`config.mk`:
```
export PLATFORM = sky130hd
export DESIGN_NAME = hdr_bit_pack
export DESIGN_NICKNAME = d
export VERILOG_FILES = /design/src/rtl/hdr_bit_pack_pkg.sv /design/src/rtl/hdr_byte_to_word.sv /design/src/rtl/hdr_bit_pack.sv
export SDC_FILE = /design/constraint.sdc
export NUM_CORES = 1
export LEC_CHECK = 0
export ABC_AREA = 1
export ABC_CLOCK_PERIOD_IN_PS = 2900
export CORE_ASPECT_RATIO = 0.6
export CORE_MARGIN = 1
export CORE_UTILIZATION = 60
export CTS_BUF_LIST = sky130_fd_sc_hd__clkbuf_4 sky130_fd_sc_hd__clkbuf_8
export DETAILED_ROUTE_END_ITERATION = 10
export HOLD_SLACK_MARGIN = 0.06
export PLACE_DENSITY = 0.79
export SYNTH_ARGS = -nofsm -noshare
export SYNTH_HDL_FRONTEND = slang
export SYNTH_SLANG_ARGS = --single-unit
```
`constraint.sdc`:
```
create_clock -name clk -period 2.9 [get_ports clk]
set_clock_uncertainty 0.2 [all_clocks]
set_input_delay 0.29 -clock clk [delete_from_list [all_inputs] [get_ports clk]]
set_output_delay 0.29 -clock clk [all_outputs]
set_load 0.03 [all_outputs]
```
`src/rtl/hdr_bit_pack_pkg.sv`:
```
// Shared definitions for the JPEG2000 packet-header bit packer:
// serializer state encoding, marker/stuff byte values and default widths.
package j2k_hdr_pkg;

  typedef enum logic [2:0] {
    ST_IDLE,
    ST_ALIGN,
    ST_SHIFT,
    ST_FLUSH,
    ST_STUFF,
    ST_EMIT
  } hdr_state_e;

  localparam logic [7:0] J2K_FF         = 8'hFF;
  localparam logic [7:0] J2K_STUFF_BYTE = 8'h00;

  localparam int unsigned HDR_DATA_W_DEF = 32;
  localparam int unsigned BIT_CNT_W_DEF  = 6;

endpackage

```
`src/rtl/hdr_byte_to_word.sv`:
```
// Collects closed header bytes big-endian into an AXI-stream word and owns the
// output register; back-pressures the serializer when a word cannot move out.
module hdr_byte_to_word #(
  parameter int unsigned DATA_W = 32,
  parameter int unsigned KEEP_W = DATA_W / 8
) (
  input  logic              clk,
  input  logic              rst_n,
  input  logic              byte_valid_i,
  input  logic [7:0]        byte_i,
  input  logic              byte_last_i,
  output logic              byte_ready_o,
  input  logic              flush_i,
  output logic              flush_done_o,
  output logic              m_valid_o,
  output logic [DATA_W-1:0] m_data_o,
  output logic [KEEP_W-1:0] m_keep_o,
  output logic              m_last_o,
  input  logic              m_ready_i
);

  localparam int unsigned KW = $clog2(KEEP_W + 1);

  logic [DATA_W-1:0] r_buf;
  logic [KW-1:0]     r_k;

  logic              w_out_free;
  logic              w_need_move;
  logic              w_acc;
  logic              w_flush_move;
  logic [DATA_W-1:0] w_word;

  function automatic logic [KEEP_W-1:0] keep_mask(input logic [KW-1:0] n);
    keep_mask = ~({KEEP_W{1'b1}} >> n);
  endfunction

  assign w_out_free   = !m_valid_o || m_ready_i;
  // A byte that completes or terminates a word goes straight to the output
  // register, so it is only taken when that register can accept it.
  assign w_need_move  = byte_last_i || (r_k == KW'(KEEP_W - 1));
  assign byte_ready_o = !w_need_move || w_out_free;
  assign w_acc        = byte_valid_i && byte_ready_o;
  assign w_flush_move = flush_i && (r_k != '0) && w_out_free;
  assign flush_done_o = flush_i && ((r_k == '0) || w_out_free);
  assign w_word       = r_buf | ({byte_i, {(DATA_W-8){1'b0}}} >> {r_k, 3'b000});

  always_ff @(posedge clk or negedge rst_n) begin
    if (!rst_n) begin
      r_buf     <= '0;
      r_k       <= '0;
      m_valid_o <= 1'b0;
      m_data_o  <= '0;
      m_keep_o  <= '0;
      m_last_o  <= 1'b0;
    end else begin
      if (m_ready_i) m_valid_o <= 1'b0;
      if (w_acc && w_need_move) begin
        m_valid_o <= 1'b1;
        m_data_o  <= w_word;
        m_keep_o  <= keep_mask(KW'(r_k + 1'b1));
        m_last_o  <= byte_last_i;
        r_buf     <= '0;
        r_k       <= '0;
      end else if (w_acc) begin
        r_buf <= w_word;
        r_k   <= KW'(r_k + 1'b1);
      end else if (w_flush_move) begin
        m_valid_o <= 1'b1;
        m_data_o  <= r_buf;
        m_keep_o  <= keep_mask(r_k);
        m_last_o  <= 1'b1;
        r_buf     <= '0;
        r_k       <= '0;
      end
    end
  end

endmodule

```
`src/rtl/hdr_bit_pack.sv`:
```
// JPEG2000 packet-header bit packer: serializes fields MSB-first with 0xFF bit
// stuffing into AXI-stream words. Define HDR_PACK_STAT_EN for the byte-count ports.
module hdr_bit_pack
  import j2k_hdr_pkg::*;
#(
  parameter int unsigned DATA_W     = 32,
  parameter int unsigned KEEP_W     = DATA_W / 8,
  parameter int unsigned HDR_DATA_W = HDR_DATA_W_DEF,
  parameter int unsigned BIT_CNT_W  = BIT_CNT_W_DEF
) (
  input  logic                  clk,
  input  logic                  rst_n,
  input  logic                  valid_i,
  input  logic                  hdr_last_i,
  input  logic                  insert_zero_i,
  input  logic [BIT_CNT_W-1:0]  bit_cnt_i,
  input  logic [HDR_DATA_W-1:0] hdr_data_i,
  output logic                  hdr_ready_o,
  output logic                  m_axis_hdr_tx_valid_o,
  output logic [DATA_W-1:0]     m_axis_hdr_tx_data_o,
  output logic [KEEP_W-1:0]     m_axis_hdr_tx_keep_o,
  output logic                  m_axis_hdr_tx_last_o,
`ifdef HDR_PACK_STAT_EN
  output logic [15:0]           hdr_len_o,
  output logic                  hdr_len_valid_o,
`endif
  input  logic                  m_axis_hdr_tx_ready_i
);

  hdr_state_e            r_state;
  logic [HDR_DATA_W-1:0] r_data;
  logic [BIT_CNT_W-1:0]  r_cnt;
  logic                  r_last;
  logic                  r_stuff;
  logic [7:0]            r_byte;
  logic [2:0]            r_bitpos;
  logic                  r_ff;

  logic [BIT_CNT_W-1:0]  w_cnt_sat;
  logic [2:0]            w_pos;
  logic [7:0]            w_shift_byte;
  logic                  w_shift_close;
  logic                  w_shift_ff;
  logic                  w_byte_valid;
  logic [7:0]            w_byte;
  logic                  w_byte_last;
  logic                  w_byte_ready;
  logic                  w_flush;
  logic                  w_flush_done;

  assign hdr_ready_o = (r_state == ST_IDLE);
  assign w_flush     = (r_state == ST_EMIT);
  assign w_cnt_sat   = (bit_cnt_i > BIT_CNT_W'(HDR_DATA_W)) ? BIT_CNT_W'(HDR_DATA_W) : bit_cnt_i;

  always_comb begin
    // After a stuffed 0xFF the fresh byte starts at bit 6; bit 7 stays 0.
    w_pos         = (r_bitpos == 3'd0 && r_ff && r_stuff) ? 3'd1 : r_bitpos;
    w_shift_byte  = r_byte | (8'(r_data[HDR_DATA_W-1]) << (3'd7 - w_pos));
    w_shift_close = (w_pos == 3'd7);
    w_shift_ff    = (w_shift_byte == J2K_FF) && r_stuff;
    w_byte_valid  = 1'b0;
    w_byte        = r_byte;
    w_byte_last   = 1'b0;
    case (r_state)
      ST_ALIGN: w_byte_valid = 1'b1;
      ST_SHIFT: begin
        w_byte_valid = w_shift_close;
        w_byte       = w_shift_byte;
        w_byte_last  = r_last && (r_cnt == BIT_CNT_W'(1)) && !w_shift_ff;
      end
      ST_FLUSH: begin
        // A zero-padded byte can never be 0xFF, so it always ends the header.
        w_byte_valid = (r_bitpos != 3'd0);
        w_byte_last  = 1'b1;
      end
      ST_STUFF: begin
        w_byte_valid = 1'b1;
        w_byte       = J2K_STUFF_BYTE;
        w_byte_last  = 1'b1;
      end
      default: ;
    endcase
  end

  always_ff @(posedge clk or negedge rst_n) begin
    if (!rst_n) begin
      r_state  <= ST_IDLE;
      r_data   <= '0;
      r_cnt    <= '0;
      r_last   <= 1'b0;
      r_stuff  <= 1'b0;
      r_byte   <= '0;
      r_bitpos <= '0;
      r_ff     <= 1'b0;
    end else begin
      case (r_state)
        ST_IDLE: if (valid_i) begin
          r_data  <= hdr_data_i << (HDR_DATA_W - w_cnt_sat);
          r_cnt   <= w_cnt_sat;
          r_last  <= hdr_last_i;
          r_stuff <= insert_zero_i;
          if (!insert_zero_i && r_bitpos != 3'd0) r_state <= ST_ALIGN;
          else if (w_cnt_sat != '0)               r_state <= ST_SHIFT;
          else if (hdr_last_i)                    r_state <= ST_FLUSH;
        end
        ST_ALIGN: if (w_byte_ready) begin
          r_byte   <= '0;
          r_bitpos <= '0;
          r_ff     <= 1'b0;
          if (r_cnt != '0)  r_state <= ST_SHIFT;
          else if (r_last)  r_state <= ST_FLUSH;
          else              r_state <= ST_IDLE;
        end
        ST_SHIFT: if (!w_shift_close || w_byte_ready) begin
          r_data <= r_data << 1;
          r_cnt  <= r_cnt - 1'b1;
          if (w_shift_close) begin
            r_byte   <= '0;
            r_bitpos <= '0;
            r_ff     <= w_shift_ff;
          end else begin
            r_byte   <= w_shift_byte;
            r_bitpos <= w_pos + 3'd1;
          end
          if (r_cnt == BIT_CNT_W'(1)) r_state <= r_last ? ST_FLUSH : ST_IDLE;
        end
        ST_FLUSH: begin
          if (r_bitpos != 3'd0) begin
            if (w_byte_ready) begin
              r_byte   <= '0;
              r_bitpos <= '0;
              r_ff     <= 1'b0;
              r_state  <= ST_EMIT;
            end
          end else begin
            r_state <= r_ff ? ST_STUFF : ST_EMIT;
          end
        end
        ST_STUFF: if (w_byte_ready) begin
          r_ff    <= 1'b0;
          r_state <= ST_EMIT;
        end
        ST_EMIT: if (w_flush_done) r_state <= ST_IDLE;
        default: r_state <= ST_IDLE;
      endcase
    end
  end

  hdr_byte_to_word #(
    .DATA_W (DATA_W),
    .KEEP_W (KEEP_W)
  ) u_b2w (
    .clk          (clk),
    .rst_n        (rst_n),
    .byte_valid_i (w_byte_valid),
    .byte_i       (w_byte),
    .byte_last_i  (w_byte_last),
    .byte_ready_o (w_byte_ready),
    .flush_i      (w_flush),
    .flush_done_o (w_flush_done),
    .m_valid_o    (m_axis_hdr_tx_valid_o),
    .m_data_o     (m_axis_hdr_tx_data_o),
    .m_keep_o     (m_axis_hdr_tx_keep_o),
    .m_last_o     (m_axis_hdr_tx_last_o),
    .m_ready_i    (m_axis_hdr_tx_ready_i)
  );

`ifdef HDR_PACK_STAT_EN
  logic [15:0] r_len_cnt;
  logic [15:0] r_len_hold;
  logic        w_acc;

  assign w_acc           = w_byte_valid && w_byte_ready;
  assign hdr_len_o       = r_len_hold;
  assign hdr_len_valid_o = m_axis_hdr_tx_valid_o && m_axis_hdr_tx_ready_i && m_axis_hdr_tx_last_o;

  // The total is latched when the final byte is taken, which always precedes
  // the transfer of the word carrying it.
  always_ff @(posedge clk or negedge rst_n) begin
    if (!rst_n) begin
      r_len_cnt  <= '0;
      r_len_hold <= '0;
    end else if (w_acc && w_byte_last) begin
      r_len_hold <= r_len_cnt + 16'd1;
      r_len_cnt  <= '0;
    end else if (w_acc) begin
      r_len_cnt <= r_len_cnt + 16'd1;
    end else if (w_flush && w_flush_done && r_len_cnt != '0) begin
      r_len_hold <= r_len_cnt;
      r_len_cnt  <= '0;
    end
  end
`endif

endmodule

```
### Yosys cells after proc, flatten, opt, wreduce, memory -nomap -nowiden

Cells that the tools add are included.

* register bits after elaboration: 128
* output and inout bits: 39
* logic and storage cells: 147

* add/subtract/negate cells: 5
* bitwise gates (word level): 4
* shift-type cells: 5
* magnitude comparators: 1
* muxes and demuxes: 59
* eq/ne operators: 18
* reductions and logical operators: 41

Operators with widths (count)
* 2-to-1 mux 32 bit: 8
* one-hot mux 32 bit (2 select lines): 1
* 2-to-1 mux 3 bit: 18
* 2-to-1 mux 8 bit: 4
* OR 32 bit: 1
* << shifter 32 x 32 -> 32 bit: 1
* >> shifter 32 x 6 -> 32 bit: 1
* one-hot mux 8 bit (3 select lines): 1
* 2-to-1 mux 6 bit: 3
* one-hot mux 3 bit (6 select lines): 1
* one-hot mux 8 bit (2 select lines): 1
* nonzero test 3 bit: 5
* inequality test 2 bit (second input constant): 7
* 2-to-1 mux 1 bit: 12
* 2-to-1 mux 4 bit: 3
* one-hot mux 6 bit (2 select lines): 1
* nonzero test 6 bit: 2
* logical AND 1 bit: 11
* == test 3 x 2 -> 1 bit (second input constant): 3
* == test 3 bit (second input constant): 3
* logical NOT 3 bit: 3
* one-hot mux 3 bit (3 select lines): 1
* == test 8 bit (second input constant): 1
* inverter 4 bit: 2
* other kinds (23): 39

### Logic depth before layout (Yosys ltp)

* depth after elaboration: 19
* mapped depth: 25

### Cells and area by module

A second synthesis with hierarchy kept.

* cells, all modules: 1281
* area total of the unflattened synthesis: 8662.1 µm²

Modules (own cells, without submodules)
* hdr_bit_pack: area an instance 5018.6 µm², cells an instance 823, instances 1
* hdr_byte_to_word: area an instance 3643.5 µm², cells an instance 458, instances 1

### Worst setup path after synthesis

No wires, ideal clock.

* path kind: input-to-reg
* from: input port bit_cnt_i[1]
* to: register r_data[21]
* setup time: 116 ps
* data required time: 2584 ps
* slack: -239 ps
* arrival: 2823 ps
* cell stages on the path: 24
* path buffers: 3
* path through: inv_1 > nand2_1 > nor2_1 > nand2_1 > o21ai_1 > nand2_1 > buf_2 > buf_1 > ha_1 > nor2_1 > clkinv_1 > clkbuf_1 > nand2_1 > nand3_1 > nand2_1 > nand2_1 > nand3_1 > nand2_1 > nand2_1 > nand2_1 > o21ai_0 > nand2_1 > nand2_1 > nand2_1

* word-level cells in the longest chain between the ends: 6

RTL lines
* from (decl): line hdr_bit_pack.sv:16 `input logic [BIT_CNT_W-1:0] bit_cnt_i,`
* greater-than comparator 6 bit: line hdr_bit_pack.sv:53 `assign w_cnt_sat = (bit_cnt_i > BIT_CNT_W'(HDR_DATA_W)) ? BIT_CNT_W'(HDR_DATA_W) : bit_cnt_i;`
* 2-to-1 mux 6 bit (*): line hdr_bit_pack.sv:53
* subtractor 6 x 6 -> 7 bit (*): line hdr_bit_pack.sv:98 `r_data <= hdr_data_i << (HDR_DATA_W - w_cnt_sat);`
* << shifter 32 x 32 -> 32 bit (*): line hdr_bit_pack.sv:98
* 2-to-1 mux 32 bit (*): line hdr_bit_pack.sv:97 `ST_IDLE: if (valid_i) begin`
* one-hot mux 32 bit (2 select lines) (*): line hdr_bit_pack.sv:96 `case (r_state)`
* to (signal assigned): line hdr_bit_pack.sv:98
* to (signal assigned): line hdr_bit_pack.sv:115 `r_data <= r_data << 1;`
* to (decl): line hdr_bit_pack.sv:31 `logic [HDR_DATA_W-1:0] r_data;`

Every way passes the cells marked *; elsewhere a longest branch is shown, timed or not. The select of a mux whose other input is x is not followed.
A chain may end at the register's enable or synchronous reset.

### Worst setup path in the final report

* from: register r_bitpos[0]
* to: register u_b2w.m_data_o[16]

* word-level cells in the longest chain between the ends: 19

RTL lines
* from (decl): line hdr_bit_pack.sv:36 `logic [2:0] r_bitpos;`
* from (signal assigned): line hdr_bit_pack.sv:123 `r_bitpos <= w_pos + 3'd1;`
* logical NOT 3 bit: line hdr_bit_pack.sv:57 `w_pos = (r_bitpos == 3'd0 && r_ff && r_stuff) ? 3'd1 : r_bitpos;`
* logical AND 1 bit (2 in a row): line hdr_bit_pack.sv:57
* 2-to-1 mux 3 bit: line hdr_bit_pack.sv:57
* subtractor 3 bit: line hdr_bit_pack.sv:58 `w_shift_byte = r_byte | (8'(r_data[HDR_DATA_W-1]) << (3'd7 - w_pos));`
* << shifter 1 x 3 -> 8 bit: line hdr_bit_pack.sv:58
* OR 8 bit: line hdr_bit_pack.sv:58
* == test 8 bit: line hdr_bit_pack.sv:60 `w_shift_ff = (w_shift_byte == J2K_FF) && r_stuff;`
* logical AND 1 bit: line hdr_bit_pack.sv:60
* (+2 left out)
* one-hot mux 1 bit (2 select lines): line hdr_bit_pack.sv:64 `case (r_state)`
* logical OR 1 bit: line hdr_byte_to_word.sv:40 `assign w_need_move = byte_last_i || (r_k == KW'(KEEP_W - 1));`
* logical NOT 1 bit: line hdr_byte_to_word.sv:41 `assign byte_ready_o = !w_need_move || w_out_free;`
* logical OR 1 bit: line hdr_byte_to_word.sv:41
* logical AND 1 bit: line hdr_byte_to_word.sv:42 `assign w_acc = byte_valid_i && byte_ready_o;`
* logical AND 1 bit: line hdr_byte_to_word.sv:57 `if (w_acc && w_need_move) begin`
* inequality test 2 bit (no line) / nonzero test 2 bit (equally long branches)
* AND reduction 2 bit (no line)
* to (signal assigned): line hdr_byte_to_word.sv:59 `m_data_o <= w_word;`
* to (signal assigned): line hdr_byte_to_word.sv:69 `m_data_o <= r_buf;`
* to (decl): line hdr_byte_to_word.sv:16 `output logic [DATA_W-1:0] m_data_o,`

Several ways; a longest one is shown, not always the timed one.

==> qor.yml <==
run_status:
  run_status: "finished, final reports clean"
finish:
  diodes: 0
  regArea_sq_mm: 0.00320
  final_layout_size_suffix_gt1_share_pct: 9.34
  area_of_the_multi_input_gates_sq_mm: 0.00463
  num-nets-final: 1443
  filler_cell_count: 1131
  area.growth.synth_to_final_pct: 22.4
logic_synthesis:
  synth-seq-area-share_pct: 38.0
  count_of_mapped_cells_out_of_synthesis: 1300
  post_synth.cell_area_avg_sq_um: 6.48
  post_synth_instance_area_sq_mm: 0.00842
  yosysUniqueCellTypes: 36
  syn-num-nets: 1354
  ys.warnings.count: 0
  yosys_register_bits: 128
route:
  routed_wirelength_microns: 23700
  average_wire_length_per_cell_after_detail_routing_microns: 14.9
  remaining_drc_errors: 0
  drtPass1Iterations: 5
  drt_first_iter_violations: 1014
  antenna_violating_nets_post_route: 0
  dr_total_vias: 9055
  viasPerCell: 5.68
clock_network:
  clock_path_buffers: 2
  cts.clk_slew.worst_paths_ns: 0.09
  cts-htree-levels: 4
  cts_tree: "built"
  cts_made_buffers: 17
  cts_sinks: 128
  cts.root.buffer_cell: "sky130_fd_sc_hd__clkbuf_8"
  worst_skew_pair.late_latency_ns: 0.45
sta:
  grt_setup_unrepaired: "true"
  final.period_utilization_pct: 94.1
  setup-violations-final: 0
  min_period_ns: 2.73
  timing.final.max_slew_violations: 0
  final_hold_viol_count: 0
  worst_path_setup_slack_after_routing_ns: 0.170
  slew_headroom_pct: 60.7
  fmax_ghz: 0.366
  timing_worst_slew_pin_value_ns: 0.585
floorplan:
  start_util_pct: 61.6
  floorplan.die.width_microns: 155
  chipHeight_microns: 93.8
  core.rowCount: 33
  design.die.area_sq_mm: 0.0145
  io-pin-count: 83
  placeableCoreArea_sq_mm: 0.0137
worst_setup_path:
  start_kind: "flop"
  crit_top_cell: "sky130_fd_sc_hd__nand2_1"
  cp_max_fo: 64
  crit_family: "simple AND/OR/NAND/NOR gates"
  crit_type: "reg2reg"
  endpoint_kind: "flop"
  crit_chain: "nor2_2 -> nand4_2 -> nand2_2 -> nand4_1 -> nand2_2 -> nand2_1 -> nor2_1 -> nand3_1 -> nand2_1 -> nand3_4 -> nand3_4 -> nand2_4 -> buf_12 -> nand2_1 -> nand3_1"
  critical_path_required_ns: 3.03
  worstPathArrival_ns: 2.86
  cp_slowest_stage_delay_ns: 0.43
  critical_path.n_buffers_inverters: 1
  worst_path_max_delay_cell: "sky130_fd_sc_hd__dfrtp_1"
grt:
  globalRoute.busiestLayer: "met1"
  grt_antenna_before_repair: 0
  grtUsageMet2_pct: 46.5
  grt_start_max_net_pins: 65
  grt_first_pass_wirelength_microns: 39300
  global_route.usage.met1_pct: 53.8
  overflow: 0
  grt_usage_pct: 33.9
  grt_use_met3_pct: 7.10
  grt_pass1_vias: 8022
placement:
  buffer_ports.inserted: 82
  gp_congestion: 1.00
  dp_worst_setup_slack_ns: -0.370
  hpwl_reported_at_the_end_of_detailed_placement_microns: 16900
pwr:
  totalPowerFinal_mw: 9.66
  power-per-cell-area_mw_per_mm2: 937
  irDropWorstVdd_v: 0.000528
  leakage_nw: 5.25
min_path:
  min_path_type: "in2async"
job:
  maxCapViolCount: 0
==> worst paths after layout <==
path	start	to	slack [ns]	depth (start not counted)
setup / recovery	r_bitpos[0]	u_b2w.m_data_o[16]	0.17	15
hold / removal	rst_n	u_b2w.m_data_o[17]	0.15	2
setup reg to reg	r_bitpos[0]	u_b2w.m_data_o[16]	0.17	15
hold reg to reg	r_data[28]	r_data[28]	0.29	2
max in group asynchronous	rst_n	r_data[25]	1.55	3
min in group clk	insert_zero_i	r_stuff	0.24	3
==> placed cells by master, fill, tap and decap left out, drive strengths merged, types with 7 or more instances in the layout <==
cell             n
nand3          267
inv            107
nand2          442
clkdlybuf4s50   81
buf             59
ha              10
nand4           13
o21ai           62
clkinv           7
nor2           126
a21oi           46
dfrtp          128
clkbuf          19
nor3             7
==> area by class of cell <==
| type | instances | area share (%) |
|---|---|---|
| Timing Repair Buffer | 142 | 14.1 |
| Clock buffer | 18 | 2.40 |
| Inverter | 104 | 3.83 |
| Sequential cell | 128 | 31.1 |
| Multi-Input combinational cell | 996 | 44.9 |
| Clock inverter | 14 | 1.38 |
| Tap cell | 192 | 2.33 |
==> layer usage <==
metal	routed length, microns	vias up
met2	9480	432
met3	2350	23
li1	-	4399
met4	180	0
met1	11700	4201
met5	0	-
==> worst register-to-register path, cell delays in order, from the launching register on <==
cell and delay, ns:
sky130_fd_sc_hd__dfrtp_1 0.43, sky130_fd_sc_hd__nor2_2 0.14, sky130_fd_sc_hd__nand4_2 0.15, sky130_fd_sc_hd__nand2_2 0.15, sky130_fd_sc_hd__nand4_1 0.14, sky130_fd_sc_hd__nand2_2 0.13, sky130_fd_sc_hd__nand2_1 0.07, sky130_fd_sc_hd__nor2_1 0.11
sky130_fd_sc_hd__nand3_1 0.15, sky130_fd_sc_hd__nand2_1 0.14, sky130_fd_sc_hd__nand3_4 0.13, sky130_fd_sc_hd__nand3_4 0.16, sky130_fd_sc_hd__nand2_4 0.07, sky130_fd_sc_hd__buf_12 0.19, sky130_fd_sc_hd__nand2_1 0.16, sky130_fd_sc_hd__nand3_1 0.11
==> flip-flops by register name (all words and copies together), names as in the netlist <==
| name | count |
|---|---|
| r_cnt | 6 |
| r_bitpos | 3 |
| r_last | 1 |
| r_stuff | 1 |
| u_b2w.m_valid_o | 1 |
| u_b2w.r_k | 3 |
| u_b2w.m_last_o | 1 |
| r_state | 3 |
| r_ff | 1 |
| u_b2w.m_keep_o | 4 |
| r_byte | 8 |
| u_b2w.m_data_o | 32 |
| u_b2w.r_buf | 32 |
| r_data | 32 |
==> where the power goes <==
group / total [mW] / switching, mW / internal, mW
logic: 5.17 / 3.34 / 1.82
clock network: 1.56 / 0.828 / 0.727
registers: 2.94 / 0.448 / 2.49
==> synth_stat cells <==
library cell / count / area share [%]
sky130_fd_sc_hd__nand2_1: 438 / 20
sky130_fd_sc_hd__nand3_1: 264 / 16
sky130_fd_sc_hd__dfrtp_1: 128 / 38
sky130_fd_sc_hd__nor2_1: 124 / 5.5
sky130_fd_sc_hd__inv_1: 95 / 4.2
sky130_fd_sc_hd__o21ai_0: 50 / 3.0
sky130_fd_sc_hd__a21oi_1: 46 / 2.7
sky130_fd_sc_hd__clkbuf_1: 39 / 1.7
sky130_fd_sc_hd__buf_2: 26 / 1.5
sky130_fd_sc_hd__nand4_1: 11 / 0.82
sky130_fd_sc_hd__o21ai_1: 11 / 0.65
sky130_fd_sc_hd__ha_1: 10 / 1.5
sky130_fd_sc_hd__nor3_1: 7 / 0.42
sky130_fd_sc_hd__clkinv_1: 6 / 0.27
sky130_fd_sc_hd__nand3b_1: 6 / 0.53
sky130_fd_sc_hd__o211ai_1: 6 / 0.53
sky130_fd_sc_hd__buf_1: 4 / 0.18
sky130_fd_sc_hd__buf_6: 3 / 0.40
sky130_fd_sc_hd__inv_2: 3 / 0.13
sky130_fd_sc_hd__a31oi_1: 2 / 0.15
sky130_fd_sc_hd__nand2_2: 2 / 0.15
sky130_fd_sc_hd__nand2_4: 2 / 0.27
sky130_fd_sc_hd__nand3_4: 2 / 0.42
sky130_fd_sc_hd__nand4_2: 2 / 0.30
sky130_fd_sc_hd__xor2_1: 2 / 0.21
sky130_fd_sc_hd__a2111oi_0: 1 / 0.10
sky130_fd_sc_hd__a22oi_1: 1 / 0.089
sky130_fd_sc_hd__a32o_1: 1 / 0.12
sky130_fd_sc_hd__nand3_2: 1 / 0.12
sky130_fd_sc_hd__nor2_2: 1 / 0.074
sky130_fd_sc_hd__nor2_4: 1 / 0.13
sky130_fd_sc_hd__nor4_1: 1 / 0.074
sky130_fd_sc_hd__o21ai_2: 1 / 0.10
sky130_fd_sc_hd__o21bai_2: 1 / 0.13
sky130_fd_sc_hd__or2_2: 1 / 0.074
sky130_fd_sc_hd__xnor2_1: 1 / 0.10
==> per-stage QoR <==
step	utilization, %	hold slack [ns]	cell area (sq um)	TNS, ns	instances
global route	75.5	0.212	10300	-0.195	1594
global placement	71.5	0.106	9780	-5.88	1560
CTS	74.5	0.158	10200	0	1593
detailed placement	71.5	0.103	9780	-8.18	1560
finish	75.5	0.154	10300	0	1594
floorplan	-	-0.206	8440	0	1300
==> cell families after synthesis <==
family / synth area share (%)
compound gates: 7.59
buf+inv: 8.50
fa+ha+maj: 1.49
flops: 38.0
simple gates: 44.1
xor+xnor: 0.312
==> repair_timing <==
item                                    CTS  global route
setup buffers                             0             0
resized for setup                         0            29
hold endpoints to repair                 38             0
hold buffers                              1             0
endpoints found under the setup margin    0            71
Note: power is estimated with default switching activity, not from simulation.
